--- src/rtl/unary_sng_pair_pkg.sv ---
// Shared definitions for the dual-channel stochastic number generator.
//   BWIDTH_DEF : default operand width
//   FRAME_DEF  : default frame length, 2**BWIDTH_DEF bits
//   TAPS_DEF   : Fibonacci feedback mask, x^8+x^6+x^5+x^4+1 (bit i = stage i)
//   SEED_DEF   : LFSR state loaded at every frame start (nonzero)
//   state_t    : generator FSM encoding
package unary_sng_pair_pkg;

  localparam int                      BWIDTH_DEF = 8;
  localparam int                      FRAME_DEF  = 1 << BWIDTH_DEF;
  localparam logic [BWIDTH_DEF-1:0]   TAPS_DEF   = 8'b10111000;
  localparam logic [BWIDTH_DEF-1:0]   SEED_DEF   = 8'h01;

  typedef enum logic {
    IDLE = 1'b0,
    RUN  = 1'b1
  } state_t;

endpackage

--- src/rtl/lfsr_debruijn.sv ---
// Zero-inserted (de Bruijn) Fibonacci LFSR.
// The extra term in the feedback splices the all-zero state into the maximal
// sequence, so the register walks all 2**BWIDTH states once per period and
// returns to SEED after exactly 2**BWIDTH steps.
// Ports:
//   iClk    clock, posedge
//   iRst    synchronous reset, active-high; loads SEED
//   iLoad   load SEED (priority over iEn)
//   iEn     advance one step
//   oState  current state
module lfsr_debruijn
  import unary_sng_pair_pkg::*;
#(
  parameter int                BWIDTH = BWIDTH_DEF,
  parameter logic [BWIDTH-1:0] TAPS   = TAPS_DEF,
  parameter logic [BWIDTH-1:0] SEED   = SEED_DEF
) (
  input  logic              iClk,
  input  logic              iRst,
  input  logic              iLoad,
  input  logic              iEn,
  output logic [BWIDTH-1:0] oState
);

  logic [BWIDTH-1:0] state_q;
  logic              fb;

  // The zero-detect on the low stages flips the feedback exactly when the
  // register is about to leave or enter the all-zero state.
  always_comb begin
    fb = (^(state_q & TAPS)) ^ (state_q[BWIDTH-2:0] == '0);
  end

  always_ff @(posedge iClk) begin
    if (iRst || iLoad) begin
      state_q <= SEED;
    end else if (iEn) begin
      state_q <= {state_q[BWIDTH-2:0], fb};
    end
  end

  assign oState = state_q;

endmodule

--- src/rtl/unary_sng_pair.sv ---
// Dual-channel stochastic number generator. Converts two unsigned BWIDTH-bit
// operands into unipolar bitstreams, one bit per cycle, 2**BWIDTH bits per
// frame. Each frame is exact: ones(oA) == latched A, ones(oB) == latched B.
// Ports:
//   iClk         clock, posedge
//   iRst         synchronous reset, active-high
//   iValid       operand pair offered
//   oReady       operands accepted this cycle (idle, or last bit of a frame)
//   iA, iB       operands, unipolar values iA/FRAME, iB/FRAME
//   oA, oB       bitstreams, forced 0 when oBitValid is 0
//   oBitValid    oA/oB carry a frame bit
//   oFrameStart  first bit of a frame
//   oFrameEnd    last bit of a frame
module unary_sng_pair
  import unary_sng_pair_pkg::*;
#(
  parameter int                BWIDTH = BWIDTH_DEF,
  parameter logic [BWIDTH-1:0] TAPS   = TAPS_DEF,
  parameter logic [BWIDTH-1:0] SEED   = SEED_DEF
) (
  input  logic              iClk,
  input  logic              iRst,
  input  logic              iValid,
  output logic              oReady,
  input  logic [BWIDTH-1:0] iA,
  input  logic [BWIDTH-1:0] iB,
  output logic              oA,
  output logic              oB,
  output logic              oBitValid,
  output logic              oFrameStart,
  output logic              oFrameEnd
);

  localparam logic [BWIDTH-1:0] LAST = {BWIDTH{1'b1}};

  state_t            state_q, state_d;
  logic [BWIDTH-1:0] count_q;
  logic [BWIDTH-1:0] reg_a_q, reg_b_q;
  logic [BWIDTH-1:0] lfsr_state, lfsr_rev;
  logic              last_bit;
  logic              accept;

  lfsr_debruijn #(
    .BWIDTH (BWIDTH),
    .TAPS   (TAPS),
    .SEED   (SEED)
  ) u_lfsr (
    .iClk   (iClk),
    .iRst   (iRst),
    .iLoad  (accept),
    .iEn    (state_q == RUN),
    .oState (lfsr_state)
  );

  // Channel B compares against the bit-reversed state: still a permutation of
  // all values (so the frame stays exact) but decorrelated from channel A.
  always_comb begin
    lfsr_rev = '0;
    for (int i = 0; i < BWIDTH; i++) begin
      lfsr_rev[i] = lfsr_state[BWIDTH-1-i];
    end
  end

  // NOTE: every signal assigned here gets a default first, so no path leaves
  // it unassigned and no latch is inferred.
  always_comb begin
    last_bit = (state_q == RUN) && (count_q == LAST);
    oReady   = (state_q == IDLE) || last_bit;
    accept   = iValid && oReady;
    state_d  = state_q;
    unique case (state_q)
      IDLE: if (accept) state_d = RUN;
      RUN:  if (last_bit) state_d = accept ? RUN : IDLE;
      default: state_d = IDLE;
    endcase
  end

  // NOTE: sequential state uses non-blocking assignments so every register
  // samples pre-edge values, independent of statement order.
  always_ff @(posedge iClk) begin
    if (iRst) begin
      state_q <= IDLE;
    end else begin
      state_q <= state_d;
    end
  end

  // Frame counter and operand registers. An accept on the last bit reloads
  // them without a gap; the output stage below still uses the old operands
  // for that final bit.
  always_ff @(posedge iClk) begin
    if (iRst) begin
      count_q <= '0;
      reg_a_q <= '0;
      reg_b_q <= '0;
    end else if (accept) begin
      count_q <= '0;
      reg_a_q <= iA;
      reg_b_q <= iB;
    end else if (state_q == RUN) begin
      count_q <= count_q + 1'b1;
    end
  end

  // Registered outputs; idle cycles drive all-zero so downstream never sees
  // a stray one outside a frame. Reset mid-frame drops the frame silently.
  always_ff @(posedge iClk) begin
    if (iRst || (state_q != RUN)) begin
      oA          <= 1'b0;
      oB          <= 1'b0;
      oBitValid   <= 1'b0;
      oFrameStart <= 1'b0;
      oFrameEnd   <= 1'b0;
    end else begin
      oA          <= (lfsr_state < reg_a_q);
      oB          <= (lfsr_rev < reg_b_q);
      oBitValid   <= 1'b1;
      oFrameStart <= (count_q == '0);
      oFrameEnd   <= last_bit;
    end
  end

endmodule

--- config.mk ---
export PLATFORM = sky130hd
export DESIGN_NAME = unary_sng_pair
export DESIGN_NICKNAME = d
export VERILOG_FILES = /design/src/rtl/unary_sng_pair_pkg.sv /design/src/rtl/lfsr_debruijn.sv /design/src/rtl/unary_sng_pair.sv
export SDC_FILE = /design/constraint.sdc
export NUM_CORES = 1
export LEC_CHECK = 0
export ABC_AREA = 1
export BUFFER_PORTS_ARGS = -buffer_cell sky130_fd_sc_hd__buf_2
export CAP_MARGIN = 5
export CORE_MARGIN = 5
export CORE_UTILIZATION = 58
export CTS_CLUSTER_DIAMETER = 150
export CTS_CLUSTER_SIZE = 14
export DETAILED_ROUTE_END_ITERATION = 16
export PLACE_DENSITY = 0.8
export RECOVER_POWER = 100
export SYNTH_ARGS = -nofsm -noshare
export SYNTH_HDL_FRONTEND = slang
export SYNTH_SLANG_ARGS = --single-unit
--- constraint.sdc ---
create_clock -name iClk -period 1.85 [get_ports iClk]
set_input_delay 0.185 -clock iClk [delete_from_list [all_inputs] [get_ports iClk]]
set_output_delay 0.185 -clock iClk [all_outputs]
set_load 0.03 [all_outputs]
==> run metrics <==
GR Util All Layers=approximately 17%; power density cells=slightly below 700 mW/mm^2; Mapped Cells=285; Final Critical Period=1.65 ns; Final Cycle Share=89.4%; Rel. slew slack=between 50% and 60%; min-delay src=iRst; syn nets=~320; setup slack, reg-to-reg=0.22 ns; CTS Buf Count=5; dpl cells=346; sinks on the clock net=38; hold endpoint=state_q; drt first pass iters=4; Worst path max stage delay=0.37 ns; grt ovf=0; Ant. Diodes=0; die span in y=between 60 and 70 microns; routed wire length per instance=approximately 11 microns; CP max-delay cell=dfxtp_1; gpl congestion=roughly 0.8; initial antenna violation count=0; Routed Antenna Nets=0; initial core utilization=~61%; Slew Limit Fails=0; clock transition at the registers of the reported paths=roughly 0.10 ns; Peak Freq=~600 MHz; via count=1757; worst reg2reg path depth=7; Clock Skew=between 0.01 and 0.015 ns; wire length on met3=121 microns; worst r2r src=count_q[0]; synth warn=0; syn_area_per_cell=7.20 sq um; Worst EP arrival=~1.5 ns; worst setup path class=reg2out; metal2 WL=about 1900 microns; Routed WL=approximately 3900 microns; Worst Path Required=between 1.5 and 2 ns; CP top delay family=flip-flops; final setup TNS=0 ns; Startpoint Class=flop; root buffer cell=clkbuf_4; Slew @ Worst Pin=0.602 ns; die area=0.00482 sq mm; buffers added on ports=24; Clock Path Buffers=2; Area Overhead vs Synth=8.91%; Final Setup Violations=0; Reg-to-Reg End=reg_a_q[4]; static leakage=1.01 nW; CTS tree=done; hold-fix buffer count after cts=0; IO Count=25; fin util=around two thirds; final hold vios=0; Core Area=about 0.0034 sq mm; Worst Path Max Fanout=6; DR iter-0 viols=between 100 and 150; Metal-1 WL=approximately 1900 microns; worst-path cell chain=ha_1 -> inv_1 -> nor2_1 -> nand2_2 -> nand2_8 -> clkbuf_2; vias in the first global route=1631; top layer in use=met4; Peak supply drop=around 0.34 mV; worst hold path type=in2reg; Seq/Total Area, Yosys=about 37%; unrepaired setup endpoints after global routing=false; largest net degree at the start of global routing=36; final instance area=0.00223 sq mm; Post-Place Cell Area=0.00217 sq mm; Final Instance Count excl. Fillers=about 350; WP buf/inv=2; Final Net Count=~350; Unique masters post-synth=21; Seq cells post-synth=38; leading cell type in the layout, fill and taps excluded=nand2_1; share of layout cells above drive strength 1=a little over a tenth; status=complete, no violations; max_cap viols=0; first-pass GRT wire length=6770 microns; Rows=21; Die Wd=~69 microns; Crit path depth=6; cell area after synthesis=about 0.0021 sq mm; # H-tree levels=2; Crit. End Element=output pin; WHS Path Cells=2; DR vias/cell=4.96; DP HPWL=2780 microns; commonest cells after routing, fill and taps aside=nand2_1 (58), nor2_1 (51), inv_1 (39), dfxtp_1 (38), a21oi_1 (35); later-pin clock latency in the skew report=roughly 0.33 ns; Residual DRC=0
## power by group
part / switching, mW / internal, mW
registers: 0.0255 / 0.857
logic: 0.152 / 0.0967
clock network: 0.238 / 0.171
## synthesized netlist by cell type
master,number,area [sq um]
clkbuf_1,2,7.51
xor2_1,3,26.3
buf_2,3,15.0
or2_2,1,6.26
nand2_4,2,22.5
nor3_4,1,16.3
dfxtp_1,38,761
nor4_1,1,6.26
nand4_1,2,12.5
buf_1,2,7.51
nand2_1,57,214
nand3_1,5,25.0
nand3b_1,18,135
inv_1,39,146
buf_6,4,45.0
nor2_1,51,191
a21oi_1,35,175
ha_1,17,213
o21a_1,2,15.0
nand2_2,1,6.26
clkinv_1,1,3.75
## cell families (layout without fill, tap and decap cells)
kind of cell | after synthesis | after routing | share of synthesized area [%]
compound gates | 37 | 37 | 9.27
buf+inv | 51 | 73 | 11.0
flops | 38 | 38 | 37.1
xor+xnor | 3 | 3 | 1.28
fa+ha+maj | 17 | 17 | 10.4
simple gates | 139 | 140 | 31.0
## stage by stage
stage	power, mW	setup WS, ns	hold slack, ns
after floorplan	1.09	0.602	0.254
after detailed placement	1.15	0.319	0.381
after CTS	1.56	0.0310	0.0302
final	1.54	0.196	0.0435
after global routing	1.65	0.0342	0.0158
after global placement	1.14	0.377	0.391
## layer usage
| metal | global-route usage (%) | up-vias |
|---|---|---|
| met1 | 20.4 | 786 |
| met5 | 0 | - |
| met3 | 4.06 | 5 |
| met2 | 29.0 | 23 |
| li1 | - | 943 |
| met4 | 4.56 | 0 |
## final cells by class
cell class,count,area [sq um]
clock buffer,6,51.3
fill,331,1160
inverter,40,150
multi-input combinational,197,1080
sequential,38,761
tap,46,57.6
timing repair buffer,27,136
## state kept, by name, indices dropped and copies added, names as in the netlist
| name | count |
|---|---|
| reg_b_q | 8 |
| oA | 1 |
| oB | 1 |
| oFrameEnd | 1 |
| count_q | 8 |
| u_lfsr.oState | 8 |
| oBitValid | 1 |
| state_q | 1 |
| reg_a_q | 8 |
| oFrameStart | 1 |
## worst max-delay path by stage
stage | startpoint | to | slack [ns]
6_report | count_q[0] | oReady | 0.20
4_1_cts | count_q[0] | oReady | 0.03
2_1_floorplan | count_q[0] | count_q[6] | 0.60
5_1_grt | count_q[0] | reg_a_q[2] | 0.03
3_5_place_dp | count_q[0] | count_q[2] | 0.32
3_3_place_gp | count_q[0] | count_q[3] | 0.38
## repair_timing
item	CTS	global route
resized for setup	1	1
buffers inserted	0	1
endpoints found under the setup margin	1	1
pin swaps	0	1
cloned	0	1
No activity file was read; power rests on OpenSTA's default activity.
